<file path="src/rtl/apb_reg_pkg.sv">
// Shared types and constants for the APB register-bank front-end.
// Register offsets are relative to the instance's BASE_ADDR.
package apb_reg_pkg;

    localparam int APB_DW = 32;
    localparam int APB_AW = 32;
    localparam int IDX_W  = 4;
    localparam int CNT_W  = $clog2(16);

    localparam logic [11:0] REG_CTRL_OFS = 12'h000;
    localparam logic [11:0] REG_STAT_OFS = 12'h004;

    typedef enum logic {
        IDLE,
        ACCESS
    } state_t;

endpackage

</file>
<file path="src/rtl/apb_reg_decode.sv">
// Combinational address decode: byte address to word index, plus the three error sources.
// Addresses below BASE_ADDR wrap to huge offsets, so one unsigned compare covers both window edges.
module apb_reg_decode
    import apb_reg_pkg::*;
#(
    parameter logic [APB_AW-1:0] BASE_ADDR = 32'hC0F16000,
    parameter int                NREG      = 4,
    parameter logic [NREG-1:0]   RO_MASK   = 4'b0010
) (
    input  logic [APB_AW-1:0] paddr,
    input  logic              pwrite,
    output logic [IDX_W-1:0]  idx,
    output logic              hit,
    output logic              misaligned,
    output logic              ro_err
);

    logic [APB_AW-1:0] offset;
    logic              ro_bit;

    always_comb begin
        offset     = paddr - BASE_ADDR;
        hit        = offset < APB_AW'(4 * NREG);
        misaligned = |paddr[1:0];
        idx        = offset[IDX_W+1:2];
        ro_bit     = 1'b0;
        for (int i = 0; i < NREG; i++) begin
            if (idx == IDX_W'(i)) begin
                ro_bit = RO_MASK[i];
            end
        end
        ro_err = pwrite & hit & ro_bit;
    end

endmodule

</file>
<file path="src/rtl/apb_reg_ctrl.sv">
// APB4 slave front-end for a small status/control register bank.
// Latches the decoded transfer at setup, counts wait states, then issues one-cycle register strobes.
module apb_reg_ctrl
    import apb_reg_pkg::*;
#(
    parameter logic [APB_AW-1:0] BASE_ADDR   = 32'hC0F16000,
    parameter int                NREG        = 4,
    parameter int                WAIT_CYCLES = 0,
    parameter logic [NREG-1:0]   RO_MASK     = 4'b0010
) (
    input  logic                   clk,
    input  logic                   rstn,
    input  logic                   psel,
    input  logic                   penable,
    input  logic                   pwrite,
    input  logic [APB_AW-1:0]      paddr,
    input  logic [APB_DW-1:0]      pwdata,
    input  logic [3:0]             pstrb,
    output logic [APB_DW-1:0]      prdata,
    output logic                   pready,
    output logic                   pslverr,
    output logic [NREG-1:0]        reg_wr_en,
    output logic [NREG-1:0]        reg_rd_en,
    output logic [APB_DW-1:0]      reg_wdata,
    output logic [3:0]             reg_wstrb,
    input  logic [NREG*APB_DW-1:0] reg_rdata
);

    state_t           state, next_state;
    logic [CNT_W-1:0] cnt;
    logic [IDX_W-1:0] idx_q, dec_idx;
    logic             dir_q, err_q;
    logic             dec_hit, dec_misaligned, dec_ro_err;
    logic             setup;
    logic [NREG-1:0]  idx_onehot;
    logic [APB_DW-1:0] rd_word;

    apb_reg_decode #(
        .BASE_ADDR (BASE_ADDR),
        .NREG      (NREG),
        .RO_MASK   (RO_MASK)
    ) u_decode (
        .paddr      (paddr),
        .pwrite     (pwrite),
        .idx        (dec_idx),
        .hit        (dec_hit),
        .misaligned (dec_misaligned),
        .ro_err     (dec_ro_err)
    );

    assign setup     = psel & ~penable;
    assign reg_wdata = pwdata;
    assign reg_wstrb = pstrb;

    always_ff @(posedge clk or negedge rstn) begin
        if (!rstn) begin
            state <= IDLE;
        end else begin
            state <= next_state;
        end
    end

    // Transfer attributes are captured once at setup; later bus changes are ignored.
    always_ff @(posedge clk or negedge rstn) begin
        if (!rstn) begin
            cnt   <= '0;
            idx_q <= '0;
            dir_q <= 1'b0;
            err_q <= 1'b0;
        end else if (state == IDLE && setup) begin
            cnt   <= CNT_W'(WAIT_CYCLES);
            idx_q <= dec_idx;
            dir_q <= pwrite;
            err_q <= ~dec_hit | dec_misaligned | dec_ro_err;
        end else if (state == ACCESS && cnt != '0) begin
            cnt <= cnt - 1'b1;
        end
    end

    always_comb begin
        idx_onehot = '0;
        rd_word    = '0;
        for (int i = 0; i < NREG; i++) begin
            if (idx_q == IDX_W'(i)) begin
                idx_onehot[i] = 1'b1;
                rd_word       = reg_rdata[APB_DW*i +: APB_DW];
            end
        end
    end

    // pready depends only on registered state; strobes additionally need the completing handshake.
    always_comb begin
        next_state = state;
        pready     = 1'b0;
        pslverr    = 1'b0;
        prdata     = '0;
        reg_wr_en  = '0;
        reg_rd_en  = '0;
        case (state)
            IDLE: begin
                if (setup) begin
                    next_state = ACCESS;
                end
            end
            ACCESS: begin
                pready  = (cnt == '0);
                pslverr = pready & err_q;
                if (!dir_q && !err_q) begin
                    prdata = rd_word;
                end
                if (!psel) begin
                    next_state = IDLE;
                end else if (penable && pready) begin
                    next_state = IDLE;
                    if (!err_q) begin
                        if (dir_q) begin
                            reg_wr_en = idx_onehot;
                        end else begin
                            reg_rd_en = idx_onehot;
                        end
                    end
                end
            end
            default: next_state = IDLE;
        endcase
    end

endmodule

</file>
<file path="config.mk">
export PLATFORM = sky130hd
export DESIGN_NAME = apb_reg_ctrl
export DESIGN_NICKNAME = d
export VERILOG_FILES = /design/src/rtl/apb_reg_pkg.sv /design/src/rtl/apb_reg_decode.sv /design/src/rtl/apb_reg_ctrl.sv
export SDC_FILE = /design/constraint.sdc
export NUM_CORES = 1
export LEC_CHECK = 0
export BUFFER_PORTS_ARGS = -buffer_cell sky130_fd_sc_hd__buf_2
export CORE_AREA = 5 5 106 108
export DETAILED_ROUTE_END_ITERATION = 7
export DIE_AREA = 0 0 111 113
export PLACE_DENSITY = 0.61
export SLEW_MARGIN = 15
export SYNTH_ARGS = -nofsm -noshare
export SYNTH_HDL_FRONTEND = slang
export SYNTH_SLANG_ARGS = --single-unit
</file>
<file path="constraint.sdc">
create_clock -name clk -period 3.5 [get_ports clk]
set_input_delay 0.7 -clock clk [delete_from_list [all_inputs] [get_ports clk]]
set_output_delay 0.7 -clock clk [all_outputs]
set_load 0.1 [all_outputs]
</file>
Word-level counts from Yosys, hierarchy flattened. Cells that the tools add are included.

Register bits: 11. Latch bits: 0. Bits in writable memories: 0. Bits in read-only memories: 0. Input port bits: 201. Output and inout bits: 78. Logic and storage cells: 65. Memories kept: 0.

Add/sub/neg operators: 2. Multiply operators: 0. Div/mod/pow operators: 0. Magnitude comparators: 1. Equal/unequal tests: 6. Shift-type cells: 0. Muxes and demuxes: 31. Bitwise gates (word level): 9. Reduce and logical (&&, ||, !) cells: 11.

Operators by type and width (count): 32-bit 2-to-1 mux (6); 4-bit 2-to-1 mux (12); 32-bit by 5-bit less-than comparator with 1-bit output, second input constant (1); 32-bit subtractor, second input constant (1); 4-bit by 2-bit equality test with 1-bit output, second input constant (4); 1-bit 2-to-1 mux (12); 4-bit by 1-bit equality test with 1-bit output, second input constant (2); 4-bit logical NOT (2); 1-bit bitwise AND (4); 1-bit logical AND (4); 4-bit nonzero test (1); 4-bit by 1-bit subtractor with 4-bit output, second input constant (1); 1-bit NOT (3); 1-bit logical NOT (2); 1-bit bitwise OR (2); 1-bit one-hot mux with 2 select lines (1); 2-bit nonzero test (1); 2-bit OR reduction (1).

Depth between registers and ports, before layout. Gate-level depths: netlist (run 1).

Word-level depth: 7. Depth in mapped cells: 8. Mapped depth without buffers: 7.

Hierarchy. From an unflattened synthesis (run 1), not the netlist that was laid out.

Cells, all modules: 320. Area total of the unflattened synthesis: 2551.2 µm².

Modules (own cells, without submodules): apb_reg_ctrl (instances 1, cells an instance 254, area an instance 2100.8 µm²); apb_reg_decode (instances 1, cells an instance 66, area an instance 450.4 µm²).

Least setup slack after synthesis (run 1). Ideal clock, no wire load.

Path kind: flip-flop to output port. Start point: register cnt[0]. End point: output port reg_wr_en[0]. Arrival: 3228 ps. Setup slack: -428 ps. Stages on the path, launching flop included: 7. Path buffers: 0. Cell sequence: dfrtp_1 inv_1 ha_1 nor3b_1 and2_1 nand3_1 nor2_1.

Cells in the longest elaborated chain, start to end: 5.

Ends and longest elaborated chain: start: declaration (line apb_reg_ctrl.sv:30) `logic [CNT_W-1:0] cnt;`; start signal: assignment (line apb_reg_ctrl.sv:71) `cnt <= CNT_W'(WAIT_CYCLES);`; start signal: assignment (line apb_reg_ctrl.sv:76) `cnt <= cnt - 1'b1;`; 4-bit logical NOT (line apb_reg_ctrl.sv:106) `pready = (cnt == '0);`; 1-bit logical AND (line apb_reg_ctrl.sv:113) `end else if (penable && pready) begin`; 4-bit 2-to-1 mux (line apb_reg_ctrl.sv:113); 4-bit 2-to-1 mux (line apb_reg_ctrl.sv:111) `if (!psel) begin`; 4-bit 2-to-1 mux (line apb_reg_ctrl.sv:99) `case (state)`; end: declaration (line apb_reg_ctrl.sv:22) `output logic [NREG-1:0] reg_wr_en,`.

No other way between the ends.

Final worst setup path (run 1).
Start point: register idx_q[2]. End point: output port prdata[0].

Cells in the longest elaborated chain, start to end: 7.

Ends and longest elaborated chain: start: declaration (line apb_reg_ctrl.sv:31) `logic [IDX_W-1:0] idx_q, dec_idx;`; start signal: assignment (line apb_reg_ctrl.sv:72) `idx_q <= dec_idx;`; 4-bit logical NOT (line apb_reg_ctrl.sv:84) `if (idx_q == IDX_W'(i)) begin`; 32-bit 2-to-1 mux (3 in series) (line apb_reg_ctrl.sv:84); 32-bit 2-to-1 mux * (line apb_reg_ctrl.sv:84); 32-bit 2-to-1 mux * (line apb_reg_ctrl.sv:108) `if (!dir_q && !err_q) begin`; 32-bit 2-to-1 mux * (line apb_reg_ctrl.sv:99); end: declaration (line apb_reg_ctrl.sv:19) `output logic [APB_DW-1:0] prdata,`.

Every way passes the cells marked *; elsewhere a longest branch is shown, timed or not.

==> metrics, run 1 <==
Vias=approximately 2700; Clk Latency, worst-skew pair=roughly 0.23 ns; FP Rows=37; reg2reg setup slack=~1.5 ns; number of global-route vias before repair=roughly 2700; core area=roughly 10000 sq um; Initial Util=between 20% and 30%; gpl congestion=about 0.94; Yosys warning count=0; DIE HEIGHT=between 100 and 150 um; Cell Pwr Density=about 260 nW/um^2; Main synth FF type=dfrtp_1; DR iter-0 viols=between 100 and 150; Synth Instances=about 270; GRT Total Usage=between 10% and 20%; Slew headroom=59.02%; Clock Skew=0.002671 ns; routed len/inst=17.65 um; Worst setup SP type=register; initial antenna violation count=2; Max Transition Viols Final=0; commonest non-fill, non-tap cell in the layout=buf_2; fraction of layout cells with a size suffix above 1=approximately three fifths; # port buffers=206; critical path cell sequence=nor2_1 -> and4bb_2 -> o221ai_1 -> nor2_1 -> buf_2; Final Power=0.8475 mW; Area Growth Syn to Fin=46.79%; Lkg Pwr=roughly 1.6 nW; ant diodes=0; most frequent cells in the layout=202 x buf_2, 47 x nor2_1, 21 x mux2_2; number of flops mapped to enable cells by yosys=0; critical path data arrival time=between 2 and 2.5 ns; CTS Buffer Depth=2; Worst Hold Class=in -> async; # resized after CTS=0; register area share after synthesis=around an eighth; r2r worst-path depth=7; endpoints failing setup=0; worst slew pin tran=0.6147 ns; maxcap violations=0; r2r startpoint=state; Post-Syn Area=approximately 2200 sq um; ANT nets after route=0; Avg Cell Area, Syn=roughly 8 sq um; root buffer cell=clkbuf_8; clk sink count=11; Num CTS Buffers=3; grt total ovfl=0; Post-DP Area=between 3000 and 4000 sq um; reg-to-reg endpoint=err_q; post-CTS setup buffers=0; Die Area=12540 sq um; Post-CTS Hold Buffers=0; CTS tree=built; WP data required=between 2 and 3 ns; final wirelength=10.04 mm; Unique masters post-synth=43; Async SR Flop Fraction=100.0%; H-Tree Depth=1; setup TNS=0 ns; final hold vios=0; DRC Markers=0; first-pass GRT wire length=14.78 mm; CP Max Fanout=32; I/O pin cnt=279; number of detailed-route iterations in the first pass=7; HPWL Detailed=slightly below 9 mm; vias per std cell=between 4 and 5; die width=approximately 110 um; Tcrit/Tclk final=between 80 and 90%; Synth Net Count=~470; largest net degree at the start of global routing=33; fin util=between 30% and 40%; worst vdd ir=~0.00026 V; status=completed; Final min period=between 3 and 4 ns; CP max stage cell=and4bb_2; clk slew on worst S/H paths=0.05 ns; Final nets=638; Worst Path Class, Setup=reg -> out; flops & latches, synth=11; crit-path most repeated cell=nor2_1; final design area excluding fillers=roughly 3200 sq um; CP endpoint kind=primary output; RSZ-0062 raised after global routing=no; slowest stage delay, CP=between 0.6 and 0.7 ns; Max Freq=0.3287 GHz
-- Yosys cell counts, drive strengths merged, types with 3 or more instances --
library cell,instances,area [sq um]
nor3,3,20.02
a2111oi,3,26.28
and2,17,106.4
a21oi,5,25.02
nand2,10,37.54
inv,8,30.03
buf,39,285.3
nor2,47,176.4
dfrtp,11,275.3
nor4,6,37.54
ha,3,37.54
o21ai,9,45.04
mux2i,3,30.03
and3,4,25.02
mux2,21,236.5
mux4,16,360.4
nand2b,5,31.28
o221ai,17,148.9
clkbuf,12,45.04
nand3,4,20.02
-- worst max path at each step --
| stage | cells after the start | start | slack [ns] | endpoint |
|---|---|---|---|---|
| 2_1_floorplan | 6 | cnt[0] | -0.43 | reg_wr_en[0] |
| 3_3_place_gp | 5 | idx_q[2] | 0.70 | prdata[0] |
| 3_5_place_dp | 5 | idx_q[3] | 0.63 | prdata[0] |
| 4_1_cts | 5 | idx_q[3] | 0.39 | prdata[0] |
| 5_1_grt | 5 | idx_q[2] | 0.25 | prdata[0] |
| 6_report | 5 | idx_q[2] | 0.46 | prdata[0] |
-- flip-flops by register name, indices dropped and copies added, names as in the netlist --
signal and count:
cnt 4, idx_q 4, dir_q 1, err_q 1, state 1
-- kinds of logic (layout without fill, tap and decap cells) --
logic type	after synthesis	after routing	share of synthesized area (%)
AOI/OAI and AO/OA	43	43	14.50
xor gates and xnor gates	2	2	0.7961
adders and majority gates	3	3	1.706
buffers and inverters	59	225	16.37
DFF	11	11	12.51
muxes	40	40	28.48
and+or+nand+nor	109	109	25.64
-- power breakdown --
part           internal (mW)  switching (mW)
Clock                 0.0797          0.0444
Combinational          0.269           0.241
Sequential             0.162          0.0512
Total                  0.511           0.337
-- cell type report --
cell class | instances | area [sq um]
flip-flops and latches | 11 | 276.5
clock buffers | 4 | 45.04
well taps | 136 | 170.2
repair buffers | 213 | 1144
multi-input cells | 197 | 1565
inverters | 8 | 30.03
fillers | 1093 | 6908
-- metrics by stage --
stage / hold slack, ns / instances / setup WS, ns
after detailed placement: 0.4877 / 565 / 0.6263
after global placement: 0.4728 / 565 / 0.6992
after CTS: 0.3363 / 569 / 0.3857
after global routing: 0.3395 / 569 / 0.2522
final: 0.3283 / 569 / 0.4582
after floorplan: 0.4044 / 267 / -0.4285
-- critical path, delay by kind of cell (launching register included) --
| family | cells | cell delay, ns |
|---|---|---|
| flops | 1 | 0.40 |
| compound gates | 1 | 0.24 |
| buf+inv | 1 | 0.45 |
| simple gates | 3 | 1.01 |
-- layer usage --
metal / global-route usage [%] / routed length, um / share of wire (%) / up-vias
li1: - / - / - / 1285
met1: 15.45 / 3551 / 35 / 1248
met2: 27.43 / 5343 / 53 / 153
met3: 4.973 / 947 / 9.4 / 16
met4: 2.874 / 164 / 1.6 / 4
met5: 0 / 34 / 0.34 / -
(Power assumes the default switching activity.)
==> run 2, diff against run 1 <==
--- a/config.mk
+++ b/config.mk
@@ -6,10 +6,11 @@
 export NUM_CORES = 1
 export LEC_CHECK = 0
 export BUFFER_PORTS_ARGS = -buffer_cell sky130_fd_sc_hd__buf_2
-export CORE_AREA = 5 5 106 108
+export CORE_AREA = 10 10 100 102
 export DETAILED_ROUTE_END_ITERATION = 7
-export DIE_AREA = 0 0 111 113
-export PLACE_DENSITY = 0.61
+export DIE_AREA = 0 0 110 112
+export GPL_TIMING_DRIVEN = 0
+export PLACE_DENSITY = 0.74
 export SLEW_MARGIN = 15
 export SYNTH_ARGS = -nofsm -noshare
 export SYNTH_HDL_FRONTEND = slang
==> run 2 against run 1 <==
Maximum frequency fell by 6.9%. Core utilization grew 13 points. Critical endpoint is now prdata[20]. Design area increased by 12%. Count of clock-buffer cells in the layout is the same. Highest routed layer is now met4. Combinational power is 47% higher. Largest cell class unchanged. Clock power rose by 3%.
==> metrics, run 2 (synthesized netlist as in run 1, its figures left out) <==
status=completed (unchanged); critical path data arrival time=2.57 ns (was 2.34 ns); CP top delay family=buffers and inverters (was simple AND/OR/NAND/NOR gates); CTS tree=built (unchanged); Vias=3018 (was 2706); die width=110 um (was 111 um); critical path cell sequence=buf_2 -> buf_2 -> nand3b_1 -> clkbuf_1 -> nor2_1 -> nor2_1 -> buf_2 (was nor2_1 -> and4bb_2 -> o221ai_1 -> nor2_1 -> buf_2); Clock Skew=0.003413 ns (was 0.002671 ns); first-pass GRT wire length=17.08 mm (was 14.78 mm); Final min period=3.266 ns (was 3.042 ns); Initial Util=27.33% (was 21.71%); Worst setup SP type=register (unchanged); Lkg Pwr=1.932 nW (was 1.634 nW); HPWL Detailed=10.35 mm (was 8.807 mm); final hold vios=0 (unchanged); Die Area=12320 sq um (was 12540 sq um); WP data required=2.80 ns (about the same); Max Freq=0.3062 GHz (was 0.3287 GHz); I/O pin cnt=279 (unchanged); number of global-route vias before repair=3266 (was 2720); Setup WS post-layout=0.2342 ns (was 0.4582 ns); r2r worst-path depth=6 (was 7); Cell Count, Final, Fillers Out=618 (was 569); pre-CTS setup slack=0.3188 ns (was 0.6263 ns); core area=8051 sq um (was 10140 sq um); CP endpoint kind=primary output (unchanged); register area=275.3 sq um (was 276.5 sq um); H-Tree Depth=1 (unchanged); clk sink count=11 (unchanged); Max Transition Viols Final=0 (unchanged); clk slew on worst S/H paths=0.05 ns (about the same); DR iter-0 viols=142 (was 122); FP Rows=33 (was 37); # port buffers=242 (was 206); vias per std cell=4.883 (was 4.756); GRT Total Usage=17.07% (was 14.41%); ANT nets after route=0 (unchanged); CP Max Fanout=10 (was 32); grt total ovfl=0 (unchanged); Critical path buffers and inverters=4 (was 1); Cell Pwr Density=296.3 nW/um^2 (was 262.3 nW/um^2); number of detailed-route iterations in the first pass=4 (was 7); initial antenna violation count=0 (was 2); DIE HEIGHT=112 um (was 113 um); placed instance count=614 (was 565); DRC Markers=0 (unchanged); Final nets=718 (was 638); most frequent cells in the layout=240 x buf_2, 47 x nor2_1, 36 x buf_4 (was 202 x buf_2, 47 x nor2_1, 21 x mux2_2); reg2reg setup slack=1.52 ns (was 1.51 ns); worst vdd ir=0.0002024 V (was 0.0002561 V); reg-to-reg endpoint=err_q (unchanged); root buffer cell=clkbuf_8 (unchanged); fillcell total=821 (was 1093); Worst Hold Class=in -> async (unchanged); worst slew pin tran=0.5861 ns (was 0.6147 ns); gpl congestion=0.9222 (was 0.9418); maxcap violations=0 (unchanged); fraction of layout cells with a size suffix above 1=64.13% (was 60.28%); CP max stage cell=buf_2 (was and4bb_2); Slew headroom=60.93% (was 59.02%); Clk Latency, worst-skew pair=0.24 ns (was 0.23 ns); CTS Buffer Depth=2 (unchanged); endpoints failing setup=0 (unchanged); footprint of the multi-input gates=1565 sq um (unchanged); commonest non-fill, non-tap cell in the layout=buf_2 (unchanged); slowest stage delay, CP=0.44 ns (was 0.67 ns); Top Registers=cnt x4, idx_q x4 (unchanged); largest net degree at the start of global routing=12 (was 33); ant diodes=0 (unchanged); Area Growth Syn to Fin=63.67% (was 46.79%); post-CTS setup buffers=0 (unchanged); r2r startpoint=state (unchanged); crit-path most repeated cell=buf_2 (was nor2_1); RSZ-0062 raised after global routing=no (unchanged); Tcrit/Tclk final=93.31% (was 86.91%); Worst Path Class, Setup=reg -> out (unchanged); final wirelength=11.64 mm (was 10.04 mm); routed len/inst=18.83 um (was 17.65 um); Num CTS Buffers=3 (unchanged)
==> run 2: layout make-up <==
class,instances,share of cell area [%]
multi-input cells,197,43.45
repair buffers,242,33.97
plain buffers,51,9.205
flip-flops and latches,11,7.642
clock buffers,4,1.250
well taps,105,3.647
inverters,8,0.8336
==> run 2: per-stage QoR <==
stage / utilization [%] / instance area [sq um] / setup TNS (ns) / total power [mW] / hold WS [ns]
2_1_floorplan: - / 2201 / -1.714 / 0.7376 / 0.4044
3_3_place_gp: 44.01 / 3543 / 0 / 0.9230 / 0.4808
3_5_place_dp: 44.01 / 3543 / 0 / 0.9469 / 0.4932
4_1_cts: 44.57 / 3588 / 0 / 1.080 / 0.3266
5_1_grt: 44.74 / 3602 / 0 / 1.148 / 0.3263
6_report: 44.74 / 3602 / 0 / 1.067 / 0.3226
==> run 2: power breakdown <==
group | internal [mW] | switching, mW | total [mW]
clock | 0.0800 | 0.0478 | 0.128
sequential | 0.162 | 0.0256 | 0.188
combinational | 0.305 | 0.447 | 0.752
total | 0.547 | 0.521 | 1.07
==> run 2: how the worst max path moves through the flow <==
stage                   from           end  slack (ns)  depth (start not counted)
floorplan             cnt[0]  reg_wr_en[0]       -0.43                          6
global placement    idx_q[1]    prdata[13]        0.33                          6
detailed placement  idx_q[1]    prdata[12]        0.32                          6
CTS                 idx_q[1]    prdata[12]        0.06                          6
global route        idx_q[0]    prdata[29]      0.0008                          7
finish              idx_q[0]    prdata[20]        0.23                          7
==> run 2: layer usage <==
metal	vias up	GRT usage [%]	part of all wire, %
met3	11	5.594	12
met4	0	3.385	1.4
li1	1446	-	-
met1	1388	17.14	34
met2	173	32.70	53
met5	-	0	0
==> run 2: timing repair <==
item | 4_1_cts | 5_1_grt
endpoints found under the setup margin | 0 | 10
hold buffers | 0 | 0
resized for setup | 0 | 7
==> run 3, diff against run 2 <==
--- a/config.mk
+++ b/config.mk
@@ -6,12 +6,13 @@
 export NUM_CORES = 1
 export LEC_CHECK = 0
 export BUFFER_PORTS_ARGS = -buffer_cell sky130_fd_sc_hd__buf_2
-export CORE_AREA = 10 10 100 102
+export CORE_MARGIN = 10
+export CORE_UTILIZATION = 29
 export DETAILED_ROUTE_END_ITERATION = 7
-export DIE_AREA = 0 0 110 112
 export GPL_TIMING_DRIVEN = 0
-export PLACE_DENSITY = 0.74
+export PLACE_DENSITY = 0.73
 export SLEW_MARGIN = 15
 export SYNTH_ARGS = -nofsm -noshare
 export SYNTH_HDL_FRONTEND = slang
+export SYNTH_HIERARCHICAL = 1
 export SYNTH_SLANG_ARGS = --single-unit
==> run 3 against run 2 <==
Count of clock-buffer cells in the layout is the same. Clock skew about the same. Final cell count rose by 8.9%. Largest cell class unchanged. Global-route usage decreased by 1.3 points. Critical path type unchanged. Synthesized cell count up 20%.
==> metrics, run 3 <==
status=completed (unchanged); initial antenna violation count=0 (unchanged); Cell Pwr Density=311.8 nW/um^2 (was 296.3 nW/um^2); Worst setup SP type=register (unchanged); DRC Markers=0 (unchanged); Worst Hold Class=in -> async (unchanged); Slew headroom=52.95% (was 60.93%); flops & latches, synth=11 (unchanged); gpl congestion=0.8739 (was 0.9222); Worst path depth=6 (was 7); Lkg Pwr=2.069 nW (was 1.932 nW); Num CTS Buffers=3 (unchanged); Synth top area share=28.25% (was 16.37%); final hold vios=0 (unchanged); commonest non-fill, non-tap cell in the layout=buf_2 (unchanged); Worst Path Class, Setup=reg -> out (unchanged); Die Area=12950 sq um (was 12320 sq um); Critical path buffers and inverters=2 (was 4); first-pass GRT wire length=17.28 mm (was 17.08 mm); number of detailed-route iterations in the first pass=4 (unchanged); r2r worst-path depth=5 (was 6); maxcap violations=0 (unchanged); number of global-route vias before repair=3499 (was 3266); Unique masters post-synth=49 (was 43); # port buffers=241 (was 242); fin util=45.60% (was 44.74%); Clk Latency, worst-skew pair=0.23 ns (was 0.24 ns); slowest stage delay, CP=0.45 ns (was 0.44 ns); Max Freq=0.3360 GHz (was 0.3062 GHz); CP max stage cell=buf_2 (unchanged); synth cell count leaders=64 x mux2_2, 49 x nor2_1, 41 x buf_4, 28 x nand2_1, 23 x o22ai_1 (was 47 x nor2_1, 36 x buf_4, 21 x mux2_2, 17 x and2_1, 17 x o221ai_1); WP data required=2.80 ns (about the same); die width=113.8 um (was 110 um); Clock Skew=0.003712 ns (was 0.003413 ns); CTS tree=built (unchanged); worst slew pin tran=0.7058 ns (was 0.5861 ns); dominant cell by count in the synthesized netlist=mux2_2 (was nor2_1); routed len/inst=17.19 um (was 18.83 um); critical path cell sequence=inv_1 -> ha_1 -> nor3b_1 -> nand4_1 -> nor3_2 -> buf_2 (was buf_2 -> buf_2 -> nand3b_1 -> clkbuf_1 -> nor2_1 -> nor2_1 -> buf_2); Vias=3284 (was 3018); CP Max Fanout=5 (was 10); Area Growth Syn to Fin=54.34% (was 63.67%); HPWL Detailed=10.43 mm (was 10.35 mm); Avg Cell Area, Syn=7.972 sq um (was 8.243 sq um); Initial Util=29.54% (was 27.33%); Max Transition Viols Final=0 (unchanged); register area share after synthesis=10.79% (was 12.51%); fraction of layout cells with a size suffix above 1=67.96% (was 64.13%); # resized after CTS=0 (unchanged); Synth Net Count=524 (was 471); Async SR Flop Fraction=100.0% (unchanged); grt total ovfl=0 (unchanged); GRT Total Usage=15.76% (was 17.07%); Top Registers=cnt x4, idx_q x4 (unchanged); clk sink count=11 (unchanged); Post-Syn Area=2551 sq um (was 2201 sq um); most frequent cells in the layout=252 x buf_2, 64 x mux2_2, 49 x nor2_1 (was 240 x buf_2, 47 x nor2_1, 36 x buf_4); Tcrit/Tclk final=85.04% (was 93.31%); placed instance count=669 (was 614); root buffer cell=clkbuf_8 (unchanged); H-Tree Depth=1 (unchanged); core area=8636 sq um (was 8051 sq um); critical path data arrival time=2.28 ns (was 2.57 ns); vias per std cell=4.880 (was 4.883); ranking of synthesized cells by area=mux2_2 28%, buf_4 12%, dfrtp_1 11% (was mux4_2 16%, dfrtp_1 13%, buf_4 12%); number of flops mapped to enable cells by yosys=0 (unchanged); Main synth FF type=dfrtp_1 (unchanged); DR iter-0 viols=113 (was 142); setup TNS=0 ns (unchanged); CP top delay family=simple AND/OR/NAND/NOR gates (was buffers and inverters); endpoints failing setup=0 (unchanged); RSZ-0062 raised after global routing=no (unchanged); Synth area leader=mux2_2 (was mux4_2); CP endpoint kind=primary output (unchanged); DIE HEIGHT=113.8 um (was 112 um); Synth Instances=320 (was 267); clk slew on worst S/H paths=0.05 ns (about the same); CTS Buffer Depth=2 (unchanged); Post-CTS Hold Buffers=0 (unchanged); ANT nets after route=0 (unchanged); final wirelength=11.57 mm (was 11.64 mm); I/O pin cnt=279 (unchanged); Yosys warning count=6 (was 0); post-CTS setup buffers=0 (unchanged); Hold WS=0.3180 ns (was 0.3226 ns); FP Rows=34 (was 33); worst vdd ir=0.0002071 V (was 0.0002024 V); Cell Count, Final, Fillers Out=673 (was 618); Final nets=770 (was 718); Final min period=2.977 ns (was 3.266 ns); ant diodes=0 (unchanged); largest net degree at the start of global routing=12 (unchanged)
run 3: power breakdown:
group | switching [mW] | leakage, nW | total [mW] | internal (mW)
clock network | 0.0428 | 0.0228 | 0.122 | 0.0795
logic | 0.521 | 1.91 | 0.915 | 0.394
registers | 0.0289 | 0.134 | 0.190 | 0.161
total | 0.593 | 2.07 | 1.23 | 0.635
run 3: area by class of cell:
class                           instances  area [sq um]
Fill cell                             868          4698
Clock buffer                            4         45.04
Multi-Input combinational cell        244          1827
Timing Repair Buffer                  241          1206
Tap cell                              108         135.1
Buffer                                 61         434.2
Sequential cell                        11         275.3
Inverter                                4         15.01
run 3: worst paths after layout:
check                       start      endpoint  slack [ns]
min in group clk           cnt[0]        cnt[0]        0.50
min reg2reg                cnt[0]        cnt[0]        0.50
max in group asynchronous    rstn        cnt[2]        2.98
min                          rstn         state        0.32
max reg2reg                cnt[0]        cnt[1]        1.84
max                        cnt[0]  reg_rd_en[2]        0.52
run 3: kinds of logic (layout without fill, tap and decap cells):
family                   Yosys count  count (layout)  synth area share [%]
AND/OR/NAND/NOR                  117             117                 23.54
flip-flops                        11              11                 10.79
multiplexers                      67              67                 29.43
adder cells (fa/ha/maj)            3               3                 1.471
buffers and inverters             65             310                 17.61
XOR/XNOR                           3               3                 1.030
AO/OA/AOI/OAI                     54              54                 16.14
run 3: worst register-to-register path, delay by kind of cell, from the launching register on:
| family | cells | cell delay (ns) |
|---|---|---|
| and+or+nand+nor | 2 | 0.68 |
| DFF | 1 | 0.40 |
| buffers and inverters | 1 | 0.10 |
| muxes | 1 | 0.21 |
| adders and majority gates | 1 | 0.18 |
run 3: per-layer routing:
| layer | GRT usage, % | share of wire (%) |
|---|---|---|
| met4 | 2.089 | 0.92 |
| met2 | 31.23 | 53 |
| met3 | 5.197 | 10 |
| met1 | 15.75 | 36 |
| met5 | 0 | 0 |
run 3: per-stage QoR:
stage	setup WS, ns	power (mW)	instance area (sq um)
global route	0.3454	1.314	3938
CTS	0.5181	1.238	3938
detailed placement	0.2796	1.112	3892
floorplan	0.3324	0.8884	2551
finish	0.5235	1.228	3938
global placement	0.3237	1.090	3892
